### config.mk
export PLATFORM = sky130hd
export DESIGN_NAME = div_seq_32
export DESIGN_NICKNAME = d
export VERILOG_FILES = /design/src/rtl/div_seq_pkg.sv /design/src/rtl/adder_32.sv /design/src/rtl/div_seq_32.sv
export SDC_FILE = /design/constraint.sdc
export NUM_CORES = 1
export LEC_CHECK = 0
export CAP_MARGIN = 40
export CORE_ASPECT_RATIO = 0.6
export CORE_MARGIN = 10
export CORE_UTILIZATION = 26
export CTS_CLUSTER_DIAMETER = 50
export CTS_CLUSTER_SIZE = 14
export DETAILED_ROUTE_END_ITERATION = 7
export SKIP_LAST_GASP = 1
export SYNTH_ARGS = -nofsm -noshare
export SYNTH_HDL_FRONTEND = slang
export SYNTH_SLANG_ARGS = --single-unit
export TNS_END_PERCENT = 50
### constraint.sdc
create_clock -name clk -period 3.8 [get_ports clk]
set_input_delay 0.38 -clock clk [delete_from_list [all_inputs] [get_ports clk]]
set_output_delay 0.38 -clock clk [all_outputs]
set_load 0.005 [all_outputs]
### src/rtl/div_seq_pkg.sv
// div_seq_pkg: shared constants and state encoding for the div_seq_32 divider.
// WIDTH is the operand width and is fixed to the adder_32 datapath.
// CNT_W is the width of the iteration counter and must hold WIDTH.

package div_seq_pkg;

    localparam int WIDTH = 32;
    localparam int CNT_W = 6;

    // state   | meaning
    // S_IDLE  | waiting for an operand transfer, start_ready high
    // S_RUN   | one restoring-division step per cycle, 32 steps
    // S_FIX   | sign correction of quotient/remainder (signed build only)
    // S_DONE  | result presented on res_valid until res_ready
    localparam logic [1:0] S_IDLE = 2'd0;
    localparam logic [1:0] S_RUN  = 2'd1;
    localparam logic [1:0] S_FIX  = 2'd2;
    localparam logic [1:0] S_DONE = 2'd3;

endpackage

### src/rtl/adder_32.sv
// adder_32: 32-bit adder/subtractor shared with the ALU datapath.
// cin=1 selects subtract: sum = a + ~b + 1 = a - b, cout=1 means no borrow.
// overflow reports signed overflow of the effective operation.

module adder_32 (
    input  logic [31:0] a,
    input  logic [31:0] b,
    input  logic        cin,
    output logic [31:0] sum,
    output logic        cout,
    output logic        overflow
);

    logic [31:0] b_eff;
    logic [32:0] full;

    assign b_eff    = cin ? ~b : b;
    assign full     = {1'b0, a} + {1'b0, b_eff} + {32'd0, cin};
    assign sum      = full[31:0];
    assign cout     = full[32];
    assign overflow = (a[31] == b_eff[31]) && (sum[31] != a[31]);

endmodule

### src/rtl/div_seq_32.sv
// div_seq_32: iterative restoring divider, one quotient bit per cycle.
// A single adder_32 (u_sub) acts as the trial subtractor every RUN cycle.
// Optional feature macro: DIV_SIGNED_EN enables signed division via a
// one-cycle FIX state; without it signed_op is ignored and all ops are
// unsigned.

module div_seq_32
    import div_seq_pkg::*;
(
    input  logic             clk,
    input  logic             rst_n,
    input  logic             start_valid,
    output logic             start_ready,
    input  logic [WIDTH-1:0] dividend,
    input  logic [WIDTH-1:0] divisor,
    input  logic             signed_op,
    input  logic             flush,
    output logic             busy,
    output logic             res_valid,
    input  logic             res_ready,
    output logic [WIDTH-1:0] quotient,
    output logic [WIDTH-1:0] remainder,
    output logic             div_by_zero
);

    logic [1:0]       state;
    logic [WIDTH-1:0] rem;
    logic [WIDTH-1:0] q;
    logic [WIDTH-1:0] dvsr;
    logic [CNT_W-1:0] cnt;
    logic             dbz;

    logic [WIDTH:0]   rem_sh;
    logic [WIDTH-1:0] sub_sum;
    logic             sub_cout;
    logic             sub_ovf_unused;
    logic             qbit;
    logic [WIDTH-1:0] a_mag;
    logic [WIDTH-1:0] b_mag;
    logic             last_step;

`ifdef DIV_SIGNED_EN
    logic             neg_q;
    logic             neg_r;

    assign a_mag = (signed_op && dividend[WIDTH-1]) ? -dividend : dividend;
    assign b_mag = (signed_op && divisor[WIDTH-1])  ? -divisor  : divisor;
`else
    logic             signed_op_unused;

    assign signed_op_unused = signed_op;
    assign a_mag = dividend;
    assign b_mag = divisor;
`endif

    // {rem,q} shifted left; bit WIDTH set means the trial value already exceeds divisor
    assign rem_sh    = {rem, q[WIDTH-1]};
    assign qbit      = sub_cout | rem_sh[WIDTH];
    assign last_step = (cnt == CNT_W'(WIDTH - 1));

    adder_32 u_sub (
        .a        (rem_sh[WIDTH-1:0]),
        .b        (dvsr),
        .cin      (1'b1),
        .sum      (sub_sum),
        .cout     (sub_cout),
        .overflow (sub_ovf_unused)
    );

    assign start_ready = (state == S_IDLE);
    assign busy        = (state != S_IDLE);
    assign res_valid   = (state == S_DONE);
    assign quotient    = q;
    assign remainder   = rem;
    assign div_by_zero = dbz;

    // Sequencer: operand load, division steps, sign fix-up and result handshake
    always_ff @(posedge clk or negedge rst_n) begin
        if (!rst_n) begin
            state <= S_IDLE;
            rem   <= '0;
            q     <= '0;
            dvsr  <= '0;
            cnt   <= '0;
            dbz   <= 1'b0;
`ifdef DIV_SIGNED_EN
            neg_q <= 1'b0;
            neg_r <= 1'b0;
`endif
        end else if (flush) begin
            state <= S_IDLE;
        end else begin
            case (state)
                S_IDLE: begin
                    if (start_valid) begin
                        cnt  <= '0;
                        dvsr <= b_mag;
                        if (divisor == '0) begin
                            // zero divisor bypasses RUN; remainder is the raw dividend
                            q     <= '1;
                            rem   <= dividend;
                            dbz   <= 1'b1;
                            state <= S_DONE;
                        end else begin
                            q     <= a_mag;
                            rem   <= '0;
                            dbz   <= 1'b0;
                            state <= S_RUN;
                        end
`ifdef DIV_SIGNED_EN
                        neg_q <= signed_op && (dividend[WIDTH-1] ^ divisor[WIDTH-1]);
                        neg_r <= signed_op && dividend[WIDTH-1];
`endif
                    end
                end
                S_RUN: begin
                    rem <= qbit ? sub_sum : rem_sh[WIDTH-1:0];
                    q   <= {q[WIDTH-2:0], qbit};
                    cnt <= cnt + CNT_W'(1);
                    if (last_step) begin
`ifdef DIV_SIGNED_EN
                        state <= S_FIX;
`else
                        state <= S_DONE;
`endif
                    end
                end
                S_FIX: begin
`ifdef DIV_SIGNED_EN
                    if (neg_q) q <= -q;
                    if (neg_r) rem <= -rem;
`endif
                    state <= S_DONE;
                end
                S_DONE: begin
                    if (res_ready) state <= S_IDLE;
                end
                default: state <= S_IDLE;
            endcase
        end
    end

endmodule
# Word-level counts from Yosys, hierarchy flattened

Index checks and enable logic that the tools add are counted.

Output and inout port bits: 68
Bits in latches: 0
Bits in read-only memories: 0
Memory bits (writable): 0
Word-level logic and storage cells: 43
Memories kept: 0
Input bits: 70
Bits in registers: 105

Shifts and indexed selects: 0
Multipliers: 0
$add $sub $neg: 3
Reduce and logical (&&, ||, !) cells: 7
Mux-type cells: 16
$lt $le $gt $ge: 0
Equality and inequality tests: 8
Bitwise operators: 3
Divide/modulo/power cells: 0

Operator list:

| operator                | count |
|---|---|
| $mux W32                | 5 |
| $pmux W32 S2            | 2 |
| $add A32 B32 Y33        | 1 |
| $add A33 B1 Y33 const B | 1 |
| $logic_not A32 Y1       | 1 |
| $not A32 Y32            | 1 |
| $pmux W6 S2             | 1 |
| $mux W2                 | 5 |
| $reduce_and A3 Y1       | 3 |
| $pmux W2 S4             | 1 |
| $add A6 B1 Y6 const B   | 1 |
| $eq A6 B5 Y1 const B    | 1 |
| $mux W6                 | 1 |
| $ne A3 B2 Y1 const B    | 2 |
| $eq A2 B2 Y1 const B    | 2 |
| $reduce_bool A2 Y1      | 2 |
| $ne A3 B3 Y1 const B    | 1 |
| $eq A2 B1 Y1 const B    | 1 |
| $logic_not A2 Y1        | 1 |
| $ne A2 B2 Y1 const B    | 1 |
| $mux W1                 | 1 |
| $not A1 Y1              | 1 |
| $or A1 B1 Y1            | 1 |

# Logic depth before layout (Yosys ltp)

Gate-level depths: netlist of the first run.

Word-level depth: 6
Mapped depth: 14
Mapped depth without buffers: 12

# Hierarchy

From an unflattened synthesis of the first run, not the netlist that was laid out.

Cell total of the unflattened synthesis: 779
Area, all modules: 7434.6 um^2

By module, submodules not included:

| module     | sequential area each (um^2) | area an instance (um^2) | cells an instance | times used |
|---|---|---|---|---|
| div_seq_32 | 2627.5                      | 5451.5                  | 503               | 1 |
| adder_32   | 0.0                         | 1983.2                  | 276               | 1 |

# Worst setup path after synthesis of the first run

OpenSTA, ideal clock, no wires.

Kind: register -> register
Start: register q[31], in the netlist quotient[31]
End: register rem[30], in the netlist remainder[30]
Data arrival time: 2.782 ns
Setup slack: 0.895 ns
Buffers on the path: 1
Cell stages (with the launch flop): 14
Required time: 3.677 ns
Period minus slack after synthesis: 2.905 ns
Library setup time: 0.123 ns
Cells stage by stage: dfrtp_1 > inv_1 > ha_1 > fa_1 > nor2b_4 > o211ai_2 > a21oi_4 > a311oi_4 > a211oi_2 > nor2_2 > o21a_1 > buf_6 > a221o_1 > o221a_1

Word-level cells in the longest chain between the ends: 5

Ends and longest elaborated chain:

| item                   | line              | RTL |
|---|---|---|
| start, declared        | div_seq_32.sv:28  | `logic [WIDTH-1:0] q;` |
| start signal, assigned | div_seq_32.sv:105 | `q <= a_mag;` |
| start signal, assigned | div_seq_32.sv:118 | `q <= {q[WIDTH-2:0], qbit};` |
| $add A32 B32 Y33 *     | adder_32.sv:18    | `assign full = {1'b0, a} + {1'b0, b_eff} + {32'd0, cin};` |
| $add A33 B1 Y33 *      | adder_32.sv:18    |  |
| $or A1 B1 Y1           | div_seq_32.sv:58  | `assign qbit = sub_cout \| rem_sh[WIDTH];` |
| $mux W32 *             | div_seq_32.sv:117 | `rem <= qbit ? sub_sum : rem_sh[WIDTH-1:0];` |
| $pmux W32 S2 *         | div_seq_32.sv:93  | `case (state)` |
| end signal, assigned   | div_seq_32.sv:101 | `rem <= dividend;` |
| end signal, assigned   | div_seq_32.sv:117 |  |
| end, declared          | div_seq_32.sv:27  | `logic [WIDTH-1:0] rem;` |

Mark *: on every way between the ends. The rest lies on a longest branch, timed or not.
A chain may end at the register's enable or synchronous reset.

# Worst setup path in the final report of the first run

Start: register q[31], in the netlist quotient[31]
End: register rem[4], in the netlist remainder[4]

Same word-level chain as after synthesis.

==> metrics.txt, run 1 <==
Post-synth top flop=dfrtp_1; mapped cell area=0.00706 mm2; Layout Cells excl Fill=1268; Hold-fix buffers, CTS=0; Worst VDD drop=0.000340 V; status=completed; Worst-Skew Late Latency=370 ps; detailed-route via count=6372; starting density of the core=26.5%; DIE AREA=0.0343 mm2; # resized after CTS=0; Yosys cell types=67; Post-synth EDFFs=0; WP data required=4020 ps; I/O Buffers=136; routed len/inst=19.3 um; clock buffer depth=2; post-synth top area cell=dfrtp_1; ratio of cells with drive above 1 in the final layout=9.60%; synthesis-stage register bit count=105; DR iter-0 viols=573; DRC=0; Ys Warns=0; Root Driver=clkbuf_16; first-pass iteration count of the detailed router=5; Layout Skew=11.7 ps; TritonCTS clock tree=yes; Hold Violations, Final=0; Worst Hold Class=in2async; # Max-Cap Violations=0; clock transition at the registers of the reported paths=80 ps; HPWL Detailed=18900 um; Final Slew Violations=0; PwrDens=1000 mW/mm2; sequential area share after synthesis=37.2%; vias in the first global route=6162; H-Tree Depth=3; io pins=138; worst setup path class=reg2reg; Setup Viol. Count Final=0; Total Routed Length=24500 um; Die Height=148 um; global-route wire length before repair=37600 um; CP max FO=14; Leakage=3.85 nW; syn_nets=893; area of the core=0.0266 mm2; vias per cell=5.03; max frequency=0.295 GHz; Placed Cells=1250; gpl congestion=0.832; crit path launch type=flip-flop; Tcrit/Tclk final=89.2%; Yosys top cell area share=37.2%; top post-synthesis cells by area=dfrtp_1 (37%), ha_1 (6.6%), mux2_2 (5.6%); GR Overflow Total=0; row cnt=46; antenna violations before repair=2; min Tclk post-route=3390 ps; Post-Syn Area per Cell=8.99 um2; RSZ-0062 raised after global routing=false; Final ANT Viol Nets=0; area growth from synthesis to layout=28.7%; Die W=233 um; critical path arrival=3610 ps; Post-CTS Setup Inserts=0; Synth Instances=785; Sink Count=105; setup TNS=0 ps; relative slew slack=39.2%; Total GRT Usage=14.1%; Num CTS Buffers=9; Crit. End Element=flip-flop; Nets=1009; Worst Tran Pin Value=909 ps; largest net degree at the start of global routing=88; fraction of registers with async set/reset=100%
[critical path: stages (launching register included)]
cell and delay [ps]:
dfrtp_1 350, inv_1 70, ha_1 240, fa_1 460, nor2b_4 160, o211ai_2 120, a21oi_4 220, a311oi_4 150
a211oi_2 320, nor2_2 110, o21ai_4 490, buf_12 240, mux2i_1 210, o21ai_0 90
[report_power, final]
group | switching, mW | internal [mW]
Clock | 0.503 | 0.459
Sequential | 0.487 | 1.63
Combinational | 3.25 | 2.77
Total | 4.24 | 4.86
[cells in the mapped netlist, types with 11 or more instances]
| master | count |
|---|---|
| inv_1 | 45 |
| mux2i_1 | 38 |
| nand2_1 | 81 |
| ha_1 | 37 |
| o21ai_0 | 55 |
| o211ai_1 | 19 |
| clkbuf_1 | 30 |
| dfrtp_1 | 105 |
| nor2_1 | 65 |
| a31oi_1 | 11 |
| a21oi_1 | 70 |
| mux2_2 | 35 |
| xnor2_1 | 17 |
| a211oi_1 | 12 |
| xor2_1 | 12 |
[per-layer routing]
| layer | GRT usage (%) | wire length, um |
|---|---|---|
| met1 | 19.5 | 11700 |
| met2 | 20.8 | 10700 |
| met3 | 5.01 | 1830 |
| met4 | 2.78 | 259 |
| met5 | 0 | 0 |
[layout by cell type, fill, tap and decap left out, types with 7 or more instances in the layout]
cell type and instances:
and4b_1 9, a31oi_1 11, o21ai_0 55, o21a_1 7, ha_1 36, dfrtp_1 105, a21oi_1 70, clkdlybuf4s50_1 135
mux2i_1 38, nand4_1 9, nand3_1 9, nor3_1 7, and3_1 8, xor2_1 12, inv_1 45, xnor2_1 17
clkbuf_16 9, mux2_2 35, nand2_1 81, o22ai_1 8, o211ai_1 19, nor4_1 8, nor2_1 64, a211oi_1 12
buf_4 14
[sequential cells by signal, indices dropped and copies added (netlist names)]
| signal | cells |
|---|---|
| cnt | 6 |
| div_by_zero | 1 |
| dvsr | 32 |
| quotient | 32 |
| remainder | 32 |
| state | 2 |
[final timing paths]
kind | start | to | slack, ps | cells after the start
hold reg to reg | dvsr[21] | dvsr[21] | 510 | 1
hold / removal | rst_n | dvsr[30] | 50 | 1
setup / recovery | quotient[31] | remainder[4] | 410 | 13
setup reg to reg | quotient[31] | remainder[4] | 410 | 13
min in group clk | dvsr[21] | dvsr[21] | 510 | 1
max in group asynchronous | rst_n | remainder[8] | 2970 | 2
[kinds of logic after synthesis]
kind of cell    share of synthesized area (%)
xor+xnor                                 3.60
simple gates                             15.1
compound gates                           20.2
buf+inv                                  6.01
fa+ha+maj                                6.84
flops                                    37.2
mux                                      11.0
[through the flow]
stage          cell area [um2]  utilization, %  power (mW)  setup WS (ps)  hold slack, ps
3_5_place_dp              8790            33.0        8.12            449             483
4_1_cts                   9080            34.1        9.13            423            74.6
6_report                  9080            34.2        9.09            409            52.2
5_1_grt                   9080            34.1        9.89            186             101
2_1_floorplan             7060               -        6.13            895            84.4
3_3_place_gp              8790            33.0        8.05            525             474
[area by class of cell]
type                       count  area [um2]
tap                          360         450
clock inverter                 7        65.1
inverter                      45         169
multi-input combinational    588        4020
sequential                   105        2630
fill                        2824       17500
timing repair buffer         152        1520
antenna                        2        5.00
clock buffer                   9         225
Power figures use the tool's default switching activity.
==> inputs of run 2 (changes only) <==
--- a/config.mk
+++ b/config.mk
@@ -7,7 +7,7 @@
 export LEC_CHECK = 0
 export CAP_MARGIN = 40
 export CORE_ASPECT_RATIO = 0.6
-export CORE_MARGIN = 10
+export CORE_MARGIN = 8
 export CORE_UTILIZATION = 26
 export CTS_CLUSTER_DIAMETER = 50
 export CTS_CLUSTER_SIZE = 14
==> metrics.txt, run 2 (same netlist as run 1, synthesis figures left out) <==
largest net degree at the start of global routing=50; Leakage=3.88 nW; io pins=138; antenna violations before repair=2; RSZ-0062 raised after global routing=false; routed len/inst=18.9 um; row cnt=46; combinational fraction of design power=65.9%; clock transition at the registers of the reported paths=80 ps; GR Overflow Total=0; CP max FO=8; Die W=229 um; max frequency=0.302 GHz; status=completed; starting density of the core=26.6%; # Max-Cap Violations=0; detailed-route via count=6370; Layout Skew=10.6 ps; TritonCTS clock tree=yes; first-pass iteration count of the detailed router=8; Setup Viol. Count Final=0; Sw Share=45.8%; power share of the clock group=10.8%; worst setup path class=reg2reg; area growth from synthesis to layout=29.3%; final worst-path setup slack=484 ps; critical path arrival=3570 ps; Sink Count=105; Worst Tran Pin Value=747 ps; switching power=4.17 mW; setup TNS=0 ps; Num CTS Buffers=9; Final Slew Violations=0; Nets=1015; Fill cells=2745; vias in the first global route=6219; vias per cell=5.00; gpl congestion=0.880; PwrDens=997 mW/mm2; DIE AREA=0.0328 mm2; min Tclk post-route=3320 ps; DR iter-0 viols=458; clock buffer depth=2; Worst VDD drop=0.000431 V; global-route wire length before repair=37100 um; Hold Violations, Final=0; ratio of cells with drive above 1 in the final layout=9.87%; area of the core=0.0265 mm2; Worst-Skew Late Latency=370 ps; Crit. End Element=flip-flop; Int Pwr=4.93 mW; Total Routed Length=24000 um; Root Driver=clkbuf_16; HPWL Detailed=18900 um; FF+latch area=0.00263 mm2; relative slew slack=50.1%; Seq pwr share=23.3%; final worst hold slack=508 ps; WP data required=4050 ps; Power Total=9.10 mW; Tcrit/Tclk final=87.3%; Place WS=550 ps; H-Tree Depth=3; DP Area=0.00881 mm2; Final Cell Area=0.00913 mm2; DRC=0; Worst Hold Class=reg2reg; I/O Buffers=136; Final ANT Viol Nets=0; Total GRT Usage=14.5%; commonest cells after routing, fill and taps aside=clkdlybuf4s50_1 (135), dfrtp_1 (105), nand2_1 (81), a21oi_1 (70), nor2_1 (64); commonest non-fill, non-tap cell in the layout=clkdlybuf4s50_1; crit path launch type=flip-flop; Die Height=144 um; area of the multi-input gates=0.00402 mm2
-- run 2: changes by cell type in the layout (fill, tap and decap cells not counted) --
| cell | change |
|---|---|
| buf_12 | -1 |
| buf_4 | +6 |
| bufinv_16 | +1 |
| clkbuf_1 | +2 |
| clkinv_2 | -1 |
| clkinv_8 | -1 |
| dlygate4sd3_1 | +1 |
| inv_6 | -1 |
-- run 2: metrics by stage --
| step | util [%] | cells |
|---|---|---|
| after CTS | 34.4 | 1272 |
| final | 34.4 | 1274 |
| after detailed placement | 33.2 | 1255 |
| after floorplan | - | 785 |
| after global placement | 33.1 | 1254 |
| after global routing | 34.4 | 1274 |
-- run 2: layer usage --
metal / vias to the layer above / GRT usage, % / share of wire [%] / routed length (um)
met5: - / 0 / 0 / 0
met2: 180 / 21.2 / 43 / 10400
met1: 3098 / 20.2 / 48 / 11400
met4: 0 / 3.43 / 1.3 / 322
met3: 23 / 5.02 / 7.8 / 1860
li1: 3069 / - / - / -
-- run 2: area by class of cell --
class                           count  area share [%]
Tap cell                          360            4.94
Sequential cell                   105            28.8
Clock buffer                       11            2.55
Clock inverter                      5           0.713
Timing Repair Buffer              158            17.0
Inverter                           45            1.85
Antenna cell                        2          0.0548
Multi-Input combinational cell    588            44.1
-- run 2: power by group through the flow --
stage                     clock network, mW  registers, mW  logic (mW)
after floorplan                           0           2.00        4.13
after global placement                    0           2.12        5.90
after detailed placement                  0           2.14        5.95
after CTS                              1.02           2.12        5.99
after global routing                   1.07           2.20        6.60
final                                 0.984           2.12        5.99
-- run 2: worst max-delay path, cell delays in order, from the launching register on --
cell,delay (ps)
dfrtp_1,350
inv_1,80
ha_1,240
fa_1,460
nor2b_4,160
o211ai_2,120
a21oi_4,240
a311oi_4,150
a211oi_2,300
nor2_2,110
o21a_1,350
a221o_1,400
o221a_1,220
-- run 2: path summary, 6_finish.rpt --
check | depth (start not counted) | start | end | slack [ps]
setup / recovery | 12 | quotient[31] | remainder[30] | 480
setup reg to reg | 12 | quotient[31] | remainder[30] | 480
max in group asynchronous | 3 | rst_n | quotient[6] | 2570
hold / removal | 1 | dvsr[15] | dvsr[15] | 510
min in group asynchronous | 2 | rst_n | dvsr[26] | 530
hold reg to reg | 1 | dvsr[15] | dvsr[15] | 510
-- run 2: timing repair --
item | CTS | global route
hold buffers | 1 | 0
hold endpoints to repair | 28 | 0
resized for setup | 0 | 0
buffers inserted | 0 | 0
